--- src/rtl/wb_arbiter.sv ---
// wb_arbiter
// Round-robin arbiter sharing one pipelined Wishbone slave port between
// N_MASTERS pipelined masters. The winning master's request is routed to the
// slave combinationally and the slave's responses are routed back to it.
// Accepted-but-unanswered transfers are counted and capped at
// MAX_OUTSTANDING. A watchdog aborts a cycle whose slave stops responding.
//
// Ports
//   clk_i, rst_i            clock, asynchronous active-low reset
//   m_cyc_i/m_stb_i/m_we_i  per-master request controls (one bit per master)
//   m_adr_i/m_dat_i/m_sel_i packed per-master address/data/select, master k in slice k
//   m_dat_o                 slave read data broadcast to all masters
//   m_ack_o/m_err_o         per-master responses, only the owner sees them
//   m_stall_o               per-master stall, non-owners are always stalled
//   s_*_o                   request towards the slave
//   s_dat_i/s_ack_i/s_err_i/s_stall_i  slave responses
//   gnt_o                   registered one-hot owner, zero when idle
//   timeout_o               one-cycle pulse when the watchdog aborts a cycle
module wb_arbiter #(
    parameter int N_MASTERS       = 2,
    parameter int ADDR_WIDTH      = 16,
    parameter int DATA_WIDTH      = 32,
    parameter int SEL_WIDTH       = 4,
    parameter int MAX_OUTSTANDING = 4,
    parameter int TIMEOUT         = 255
) (
    input  logic                            clk_i,
    input  logic                            rst_i,
    input  logic [N_MASTERS-1:0]            m_cyc_i,
    input  logic [N_MASTERS-1:0]            m_stb_i,
    input  logic [N_MASTERS-1:0]            m_we_i,
    input  logic [N_MASTERS*ADDR_WIDTH-1:0] m_adr_i,
    input  logic [N_MASTERS*DATA_WIDTH-1:0] m_dat_i,
    input  logic [N_MASTERS*SEL_WIDTH-1:0]  m_sel_i,
    output logic [DATA_WIDTH-1:0]           m_dat_o,
    output logic [N_MASTERS-1:0]            m_ack_o,
    output logic [N_MASTERS-1:0]            m_err_o,
    output logic [N_MASTERS-1:0]            m_stall_o,
    output logic                            s_cyc_o,
    output logic                            s_stb_o,
    output logic                            s_we_o,
    output logic [ADDR_WIDTH-1:0]           s_adr_o,
    output logic [DATA_WIDTH-1:0]           s_dat_o,
    output logic [SEL_WIDTH-1:0]            s_sel_o,
    input  logic [DATA_WIDTH-1:0]           s_dat_i,
    input  logic                            s_ack_i,
    input  logic                            s_err_i,
    input  logic                            s_stall_i,
    output logic [N_MASTERS-1:0]            gnt_o,
    output logic                            timeout_o
);

    localparam int IDXW = $clog2(N_MASTERS);
    localparam int CNTW = 4;
    localparam int WDW  = 16;

    typedef enum logic [1:0] {IDLE, GRANT, ABORT} state_t;

    state_t              state_q, state_d;
    logic [IDXW-1:0]     g_q, g_d;
    logic [IDXW-1:0]     last_q, last_d;
    logic [CNTW-1:0]     outst_q, outst_d;
    logic [WDW-1:0]      wdog_q, wdog_d;
    logic [N_MASTERS-1:0] gnt_q, gnt_d;
    logic                timeout_q, timeout_d;

    logic                full;
    logic                accept;
    logic                resp;
    logic                dec;
    logic [IDXW-1:0]     pick;
    logic                pick_vld;

    assign full   = (outst_q == CNTW'(MAX_OUTSTANDING));
    assign accept = s_stb_o & ~s_stall_i;
    assign resp   = (state_q == GRANT) & (s_ack_i | s_err_i);
    // A response with nothing outstanding is still forwarded but not counted.
    assign dec    = resp & (outst_q != '0);

    // Round-robin search starting just after the last owner, with wrap.
    always_comb begin
        int j;
        logic [IDXW-1:0] idx;
        j        = 0;
        idx      = '0;
        pick     = '0;
        pick_vld = 1'b0;
        for (int i = 1; i <= N_MASTERS; i++) begin
            j = int'(last_q) + i;
            if (j >= N_MASTERS) j = j - N_MASTERS;
            idx = IDXW'(j);
            if (!pick_vld && m_cyc_i[idx]) begin
                pick     = idx;
                pick_vld = 1'b1;
            end
        end
    end

    // Request data path follows the current index; only cyc/stb are gated.
    assign s_we_o  = m_we_i[g_q];
    assign s_adr_o = m_adr_i[int'(g_q)*ADDR_WIDTH +: ADDR_WIDTH];
    assign s_dat_o = m_dat_i[int'(g_q)*DATA_WIDTH +: DATA_WIDTH];
    assign s_sel_o = m_sel_i[int'(g_q)*SEL_WIDTH +: SEL_WIDTH];
    assign m_dat_o = s_dat_i;

    always_comb begin
        s_cyc_o   = 1'b0;
        s_stb_o   = 1'b0;
        m_stall_o = '1;
        m_ack_o   = '0;
        m_err_o   = '0;
        case (state_q)
            GRANT: begin
                s_cyc_o        = m_cyc_i[g_q];
                s_stb_o        = m_stb_i[g_q] & ~full;
                m_stall_o[g_q] = s_stall_i | full;
                m_ack_o[g_q]   = s_ack_i;
                m_err_o[g_q]   = s_err_i;
            end
            ABORT: begin
                // Error only on the first abort cycle; later responses are dropped.
                m_err_o[g_q] = timeout_q;
            end
            default: ;
        endcase
    end

    always_comb begin
        state_d   = state_q;
        g_d       = g_q;
        last_d    = last_q;
        outst_d   = outst_q;
        wdog_d    = wdog_q;
        timeout_d = 1'b0;
        case (state_q)
            IDLE: begin
                outst_d = '0;
                wdog_d  = '0;
                if (pick_vld) begin
                    g_d     = pick;
                    state_d = GRANT;
                end
            end
            GRANT: begin
                if (!m_cyc_i[g_q]) begin
                    last_d  = g_q;
                    outst_d = '0;
                    wdog_d  = '0;
                    state_d = IDLE;
                end else begin
                    if (accept && !dec)      outst_d = outst_q + CNTW'(1);
                    else if (!accept && dec) outst_d = outst_q - CNTW'(1);
                    // The watchdog restarts on every accept/response and counts the
                    // event cycle itself, so the abort lands TIMEOUT cycles after it.
                    if (outst_d == '0)          wdog_d = '0;
                    else if (accept || resp)    wdog_d = WDW'(1);
                    else                        wdog_d = wdog_q + WDW'(1);
                    if (outst_d != '0 && wdog_d == WDW'(TIMEOUT)) begin
                        state_d   = ABORT;
                        timeout_d = 1'b1;
                        outst_d   = '0;
                        wdog_d    = '0;
                    end
                end
            end
            ABORT: begin
                outst_d = '0;
                wdog_d  = '0;
                if (!m_cyc_i[g_q]) begin
                    last_d  = g_q;
                    state_d = IDLE;
                end
            end
            default: state_d = IDLE;
        endcase
        gnt_d = '0;
        if (state_d != IDLE) gnt_d[g_d] = 1'b1;
    end

    always_ff @(posedge clk_i or negedge rst_i) begin
        if (!rst_i) begin
            state_q   <= IDLE;
            g_q       <= '0;
            last_q    <= IDXW'(N_MASTERS - 1);
            outst_q   <= '0;
            wdog_q    <= '0;
            gnt_q     <= '0;
            timeout_q <= 1'b0;
        end else begin
            state_q   <= state_d;
            g_q       <= g_d;
            last_q    <= last_d;
            outst_q   <= outst_d;
            wdog_q    <= wdog_d;
            gnt_q     <= gnt_d;
            timeout_q <= timeout_d;
        end
    end

    assign gnt_o     = gnt_q;
    assign timeout_o = timeout_q;

endmodule

--- config.mk ---
export PLATFORM = sky130hd
export DESIGN_NAME = wb_arbiter
export DESIGN_NICKNAME = d
export VERILOG_FILES = /design/src/rtl/wb_arbiter.sv
export SDC_FILE = /design/constraint.sdc
export NUM_CORES = 1
export LEC_CHECK = 0
export CORE_AREA = 2 2 97 99
export DETAILED_ROUTE_END_ITERATION = 16
export DIE_AREA = 0 0 99 101
export GPL_TIMING_DRIVEN = 0
export HOLD_SLACK_MARGIN = 0.05
export PLACE_DENSITY = 0.82
export SLEW_MARGIN = 20
export SYNTH_ARGS = -nofsm -noshare
export SYNTH_HDL_FRONTEND = slang
export SYNTH_SLANG_ARGS = --single-unit
--- constraint.sdc ---
create_clock -name clk_i -period 3.5 [get_ports clk_i]
set_input_delay 0.35 -clock clk_i [delete_from_list [all_inputs] [get_ports clk_i]]
set_output_delay 0.35 -clock clk_i [all_outputs]
set_load 0.05 [all_outputs]
=== After elaboration in Yosys (flattened, before gate mapping) ===
Cells that the tools add are included.

* Register bits: 27
* Output and inout port bits: 96
* Bits of input ports: 147
* Logic and storage cells: 112

* Reductions and logical operators: 19
* $add $sub $neg: 7
* Shift-type cells: 3
* Magnitude comparators: 8
* Eq/ne operators: 4
* Bitwise logic cells: 14
* Muxes and demuxes: 50

{| class="wikitable"
|+ Operators with widths
! kind !! number
|-
| 2-to-1 mux 16 bit || 6
|-
| indexed part select 64 x 7 -> 32 bit || 1
|-
| one-hot mux 16 bit (2 select lines) || 1
|-
| indexed part select 32 x 6 -> 16 bit || 1
|-
| 2-to-1 mux 1 bit || 25
|-
| 2-to-1 mux 4 bit || 6
|-
| adder 16 x 1 -> 16 bit (second input constant) || 1
|-
| == test 16 x 8 -> 1 bit (second input constant) || 1
|-
| 2-to-1 mux 2 bit || 7
|-
| < comparator 1 x 2 -> 1 bit (second input constant) || 4
|-
| one-hot mux 4 bit (2 select lines) || 1
|-
| nonzero test 4 bit || 2
|-
| indexed part select 8 x 4 -> 4 bit || 1
|-
| bitwise AND 2 bit || 3
|-
| logical AND 1 bit || 6
|-
| one-hot mux 2 bit (3 select lines) || 1
|-
| adder 4 x 1 -> 4 bit (second input constant) || 1
|-
| bitwise AND 1 bit || 4
|-
| == test 4 x 3 -> 1 bit (second input constant) || 1
|-
| logical NOT 4 bit || 1
|-
| one-hot mux 2 bit (2 select lines) || 1
|-
| nonzero test 2 bit || 2
|-
| OR reduction 2 bit || 2
|-
| subtractor 4 x 1 -> 4 bit (second input constant) || 1
|-
| other kinds (17) || 25
|}

=== Longest topological paths before layout ===
* Word-level depth: 22
* Gate-level depth with buffers: 11
* Mapped depth without buffers: 9

=== Worst setup path before layout ===
No wires, ideal clock.

* Path type: reg-to-reg
* Start point: register state_q[1]
* End point: register wdog_q[7]
* Cell stages (with the launch flop): 12
* Buffers on the path: 2
* Clock period less this slack: 2.591 ns
* Data arrival time: 2.509 ns
* Setup slack: 0.909 ns
* Required time: 3.418 ns
* Setup time: 0.082 ns
* Path through: dfrtp_1 > inv_1 > ha_1 > buf_2 > o21ai_2 > or2_2 > o32ai_1 > o32ai_1 > o311ai_4 > buf_6 > nand4b_1 > a31oi_1

* Cells in the longest elaborated chain, start to end: 18
* Elaborated cells on any way between the ends: 29
* Those cells by class: 3 x eq/ne; 12 x mux; 3 x bitwise; 11 x reduce/logical

{| class="wikitable"
|+ RTL lines
! element !! RTL line !! text
|-
| start: declaration || 59 || <nowiki>state_t state_q, state_d;</nowiki>
|-
| start signal: assignment || 190 || <nowiki>state_q <= state_d;</nowiki>
|-
| == test 2 x 1 -> 1 bit || 76, 112, 135 ||
|-
| 2-to-1 mux 1 bit || 112 || <nowiki>case (state_q)</nowiki>
|-
| bitwise AND 1 bit || 75 || <nowiki>assign accept = s_stb_o & ~s_stall_i;</nowiki>
|-
| logical NOT 1 bit || 152 || <nowiki>else if (!accept && dec) outst_d = outst_q - CNTW'(1);</nowiki>
|-
| logical AND 1 bit || 152 ||
|-
| 2-to-1 mux 4 bit || 152 ||
|-
| 2-to-1 mux 4 bit || 151 || <nowiki>if (accept && !dec) outst_d = outst_q + CNTW'(1);</nowiki>
|-
| 2-to-1 mux 4 bit || 145 || <nowiki>if (!m_cyc_i[g_q]) begin</nowiki>
|-
| [2 not listed] || n/a ||
|-
| 2-to-1 mux 16 bit || 155 || <nowiki>if (outst_d == '0) wdog_d = '0;</nowiki>
|-
| 2-to-1 mux 16 bit || 145 ||
|-
| 2-to-1 mux 16 bit || 135 || <nowiki>case (state_q)</nowiki>
|-
| == test 16 x 8 -> 1 bit || 158 || <nowiki>if (outst_d != '0 && wdog_d == WDW'(TIMEOUT)) begin</nowiki>
|-
| logical AND 1 bit || 158 ||
|-
| 2-to-1 mux 16 bit || 158 ||
|-
| 2-to-1 mux 16 bit || 145 ||
|-
| one-hot mux 16 bit (2 select lines) || 135 ||
|-
| end signal: assignment || 194 || <nowiki>wdog_q <= wdog_d;</nowiki>
|-
| end: declaration || 63 || <nowiki>logic [WDW-1:0] wdog_q, wdog_d;</nowiki>
|}

Several ways; a longest one is shown, not always the timed one. The select of a mux whose other input is x is not followed.
A chain may end at the register's enable or synchronous reset.

=== Worst setup path in the final report ===
* Start point: register g_q
* End point: output port s_dat_o[18]

* Cells in the longest elaborated chain, start to end: 1

{| class="wikitable"
|+ RTL lines
! element !! RTL line !! text
|-
| start: declaration || 60 || <nowiki>logic [IDXW-1:0] g_q, g_d;</nowiki>
|-
| start signal: assignment || 191 || <nowiki>g_q <= g_d;</nowiki>
|-
| indexed part select 64 x 7 -> 32 bit || 102 || <nowiki>assign s_dat_o = m_dat_i[int'(g_q)*DATA_WIDTH +: DATA_WIDTH];</nowiki>
|-
| end: declaration || 43 || <nowiki>output logic [DATA_WIDTH-1:0] s_dat_o,</nowiki>
|}

Every way passes these cells.

==> results.md <==
* Status: completed
* Lkg Pwr at 2.04 nW
* Drt initial violations at 348
* Crit share post-route at 0.918
* Register area share after synthesis at 0.227
* Root Buffer: clkbuf_8
* Cell Count, Final, Fillers Out at 674
* Primary FF master, synth: dfrtp_1
* Reg2Reg Launch Point: state_q[1]
* RSZ-0062 raised after global routing: false
* Final Cell Area at 5260 µm²
* CP startpoint: g_q
* Startpoint types: flop
* Critical Path RT at 3.15 ns
* Synth Area in Simple Gates at 0.208
* DP HPWL at 11600 µm
* Worst hold slack at 0.0727 ns
* Final ANT Viol Nets at 0
* Fin nets at approximately 720
* Clock power frac at 0.060
* Worst-Skew Late Latency at between 0.2 and 0.3 ns
* Via density at 5.48
* Drt total wl at 13600 µm
* GRT Total Usage at 0.249
* R2r setup slk at about 0.34 ns
* Post-Synth Adder-Cell Area at 0.0336
* Post-CTS Setup Inserts at 0
* Vias post-DR at 3691
* DRC at 0
* Num rows at 35
* Combinational fraction of design power at 0.819
* Reg2reg path depth at 10
* Distinct cells, synth at 57
* Cells after Synth at between 300 and 400
* Clock Skews at 0.00607 ns
* Cell-internal power at approximately 1.4 mW
* DR WL/cell at 20.2 µm
* CP Max Fanout at 10
* Fmax at approximately 310 MHz
* Drt pass-1 iters at 5
* Critical path endpoint category: primary output
* Max-slew headroom at 0.486
* Die X at 99 µm
* # fillers at roughly 800
* P&R area growth vs syn at 76.6%
* Multiplexer share of the synthesized area at 0.219
* Kind of critical path: flop to primary output
* Total global routing overflow at 0
* Io pins at 243
* CTS Hold Bufs at 0
* Post-Synth XOR/XNOR Area at 0.0176
* PD cells at roughly 590 nW/µm²
* Largest net degree at the start of global routing at 28
* Largest family of logic cells by synthesized area: multiplexers
* Clock Sinks at 27
* Cell Area, Placed at 5210 µm²
* Post_cts resized at 0
* Final Critical Period at 3.21 ns
* Dpl cells at 670
* Diode count at 0
* Synthesis Warnings at 0
* TNS Setup at 0 ns
* Clock tree buffer depth at 2
* Net Sw Frac at 0.561
* Design Power at 3.09 mW
* Number of I/O port buffers at 210
* Mapped cell area at between 2000 and 3000 µm²
* Initial antenna violation count at 0
* First-pass GRT wire length at 19400 µm
* Vias in the first global route at between 3000 and 4000
* Average cell area after synthesis at about 8.5 µm²
* Net load switching power at between 1.5 and 2 mW
* CTS tree: built
* Share of cells above drive strength 1 at 0.183
* Die ar. at about 10000 µm²
* Worst setup endpoint: s_dat_o[18]
* Core area at 8980 µm²
* Critical Path AT at 2.86 ns
* VDD IR max at roughly 0.56 mV
* Seq cells post-synth at 27
* Pins over their slew limit at 0
* Clock Pin Slew Worst Setup and Hold Paths at 0.10 ns
* Flop pwr share at 0.122
* Final Hold Viols at 0
* Async SR Flop Fraction at 1.00
* H-tree levels at 1
* Hold crit path type: primary input to asynchronous set/reset pin
* Setup violators final at 0
* Net count after synthesis at 504
* Global placer's final weighted congestion at 0.908
* Slew at the pin with the worst max-slew slack at 0.765 ns
* Die Y at 101 µm
* Post-synth EDFFs at 0
* R2R Path End: outst_q[2]
* Num CTS Buffers at 3
* Compound-Gate Fraction of Synth Area at 0.163
* Starting density of the core at 0.332
* Max Cap Viol at 0
cell usage in the layout (no fill, tap or decap), drive strengths merged, types with 5 or more instances in the layout:
master | Yosys | routed
a21oi | 8 | 8
a31oi | 12 | 12
a41oi | 6 | 6
and3 | 7 | 7
buf | 37 | 38
clkbuf | 13 | 17
clkdlybuf4s50 | 0 | 209
dfrtp | 26 | 26
ha | 8 | 8
inv | 17 | 17
mux2 | 55 | 55
nand2 | 27 | 27
nand3 | 18 | 18
nand4 | 10 | 10
nand4b | 5 | 5
nor2 | 17 | 17
nor3 | 6 | 6
o21ai | 18 | 18
power groups by stage:
stage	combinational [mW]	clock [mW]	sequential (mW)
5_1_grt	2.64	0.194	0.380
6_report	2.53	0.185	0.376
3_3_place_gp	2.51	0	0.380
4_1_cts	2.53	0.183	0.374
2_1_floorplan	1.63	0	0.403
3_5_place_dp	2.52	0	0.379
flip-flops by register name (all words and copies together), names as in the netlist:
signal     cells
timeout_o      1
outst_q        4
wdog_q        16
g_q            1
last_q         1
gnt_o          2
state_q        2
how the worst min path moves through the flow:
| stage | startpoint | to | depth (start not counted) |
|---|---|---|---|
| 2_1_floorplan | rst_i | g_q | 0 |
| 3_3_place_gp | wdog_q[6] | wdog_q[6] | 1 |
| 3_5_place_dp | rst_i | wdog_q[4] | 1 |
| 4_1_cts | rst_i | wdog_q[4] | 1 |
| 5_1_grt | rst_i | wdog_q[11] | 1 |
| 6_report | rst_i | wdog_q[8] | 1 |
layer usage:
metal / vias up / GRT usage / wire length, µm
met1: 1729 / 0.261 / 4600
met4: 0 / 0.0948 / 479
li1: 1700 / - / -
met5: - / 0 / 0
met2: 236 / 0.469 / 7230
met3: 26 / 0.0693 / 1270
cell usage after synthesis, types with 3 or more instances:
| cell type | instances | area [µm²] |
|---|---|---|
| and3_1 | 7 | 43.8 |
| mux2i_1 | 3 | 30.0 |
| and4_1 | 4 | 35.0 |
| nand2_1 | 27 | 101 |
| xor2_1 | 4 | 35.0 |
| o21ai_0 | 16 | 80.1 |
| o32ai_1 | 3 | 26.3 |
| ha_1 | 8 | 100 |
| nor2b_1 | 4 | 25.0 |
| a41oi_1 | 6 | 52.6 |
| inv_1 | 17 | 63.8 |
| nand3_1 | 18 | 90.1 |
| nor4_1 | 3 | 18.8 |
| buf_2 | 3 | 15.0 |
| mux2_2 | 54 | 608 |
| nand4b_1 | 5 | 43.8 |
| nor2_1 | 17 | 63.8 |
| clkbuf_1 | 13 | 48.8 |
| nand4_1 | 10 | 62.6 |
| or3_1 | 3 | 18.8 |
| dfrtp_1 | 26 | 651 |
| buf_4 | 32 | 240 |
| a21oi_1 | 8 | 40.0 |
| nor3_1 | 6 | 30.0 |
| a31oi_1 | 11 | 68.8 |
cell families after synthesis:
| family | Yosys count |
|---|---|
| buf+inv | 67 |
| xor+xnor | 6 |
| simple gates | 115 |
| compound gates | 68 |
| mux | 58 |
| fa+ha+maj | 8 |
| flops | 27 |
through the flow:
stage | util | setup WS, ns
3_3_place_gp | 0.581 | 0.475
6_report | 0.586 | 0.287
2_1_floorplan | - | 0.909
5_1_grt | 0.586 | 0.0529
4_1_cts | 0.586 | 0.260
3_5_place_dp | 0.581 | 0.441
cell type report:
cell class / instances / area, µm² / share of cell area
repair buffers: 210 / 2100 / 0.399
multi-input cells: 255 / 1910 / 0.363
flip-flops and latches: 27 / 677 / 0.129
plain buffers: 50 / 327 / 0.0621
well taps: 111 / 139 / 0.0264
inverters: 17 / 63.8 / 0.0121
clock buffers: 4 / 45.0 / 0.00857
critical path, cell delays in order (launching register included):
cell and delay (ns):
dfrtp_1 0.35, buf_6 0.13, clkbuf_1 0.40, clkbuf_1 0.50
mux2_2 0.41, clkdlybuf4s50_1 0.79
Power figures use the tool's default switching activity.
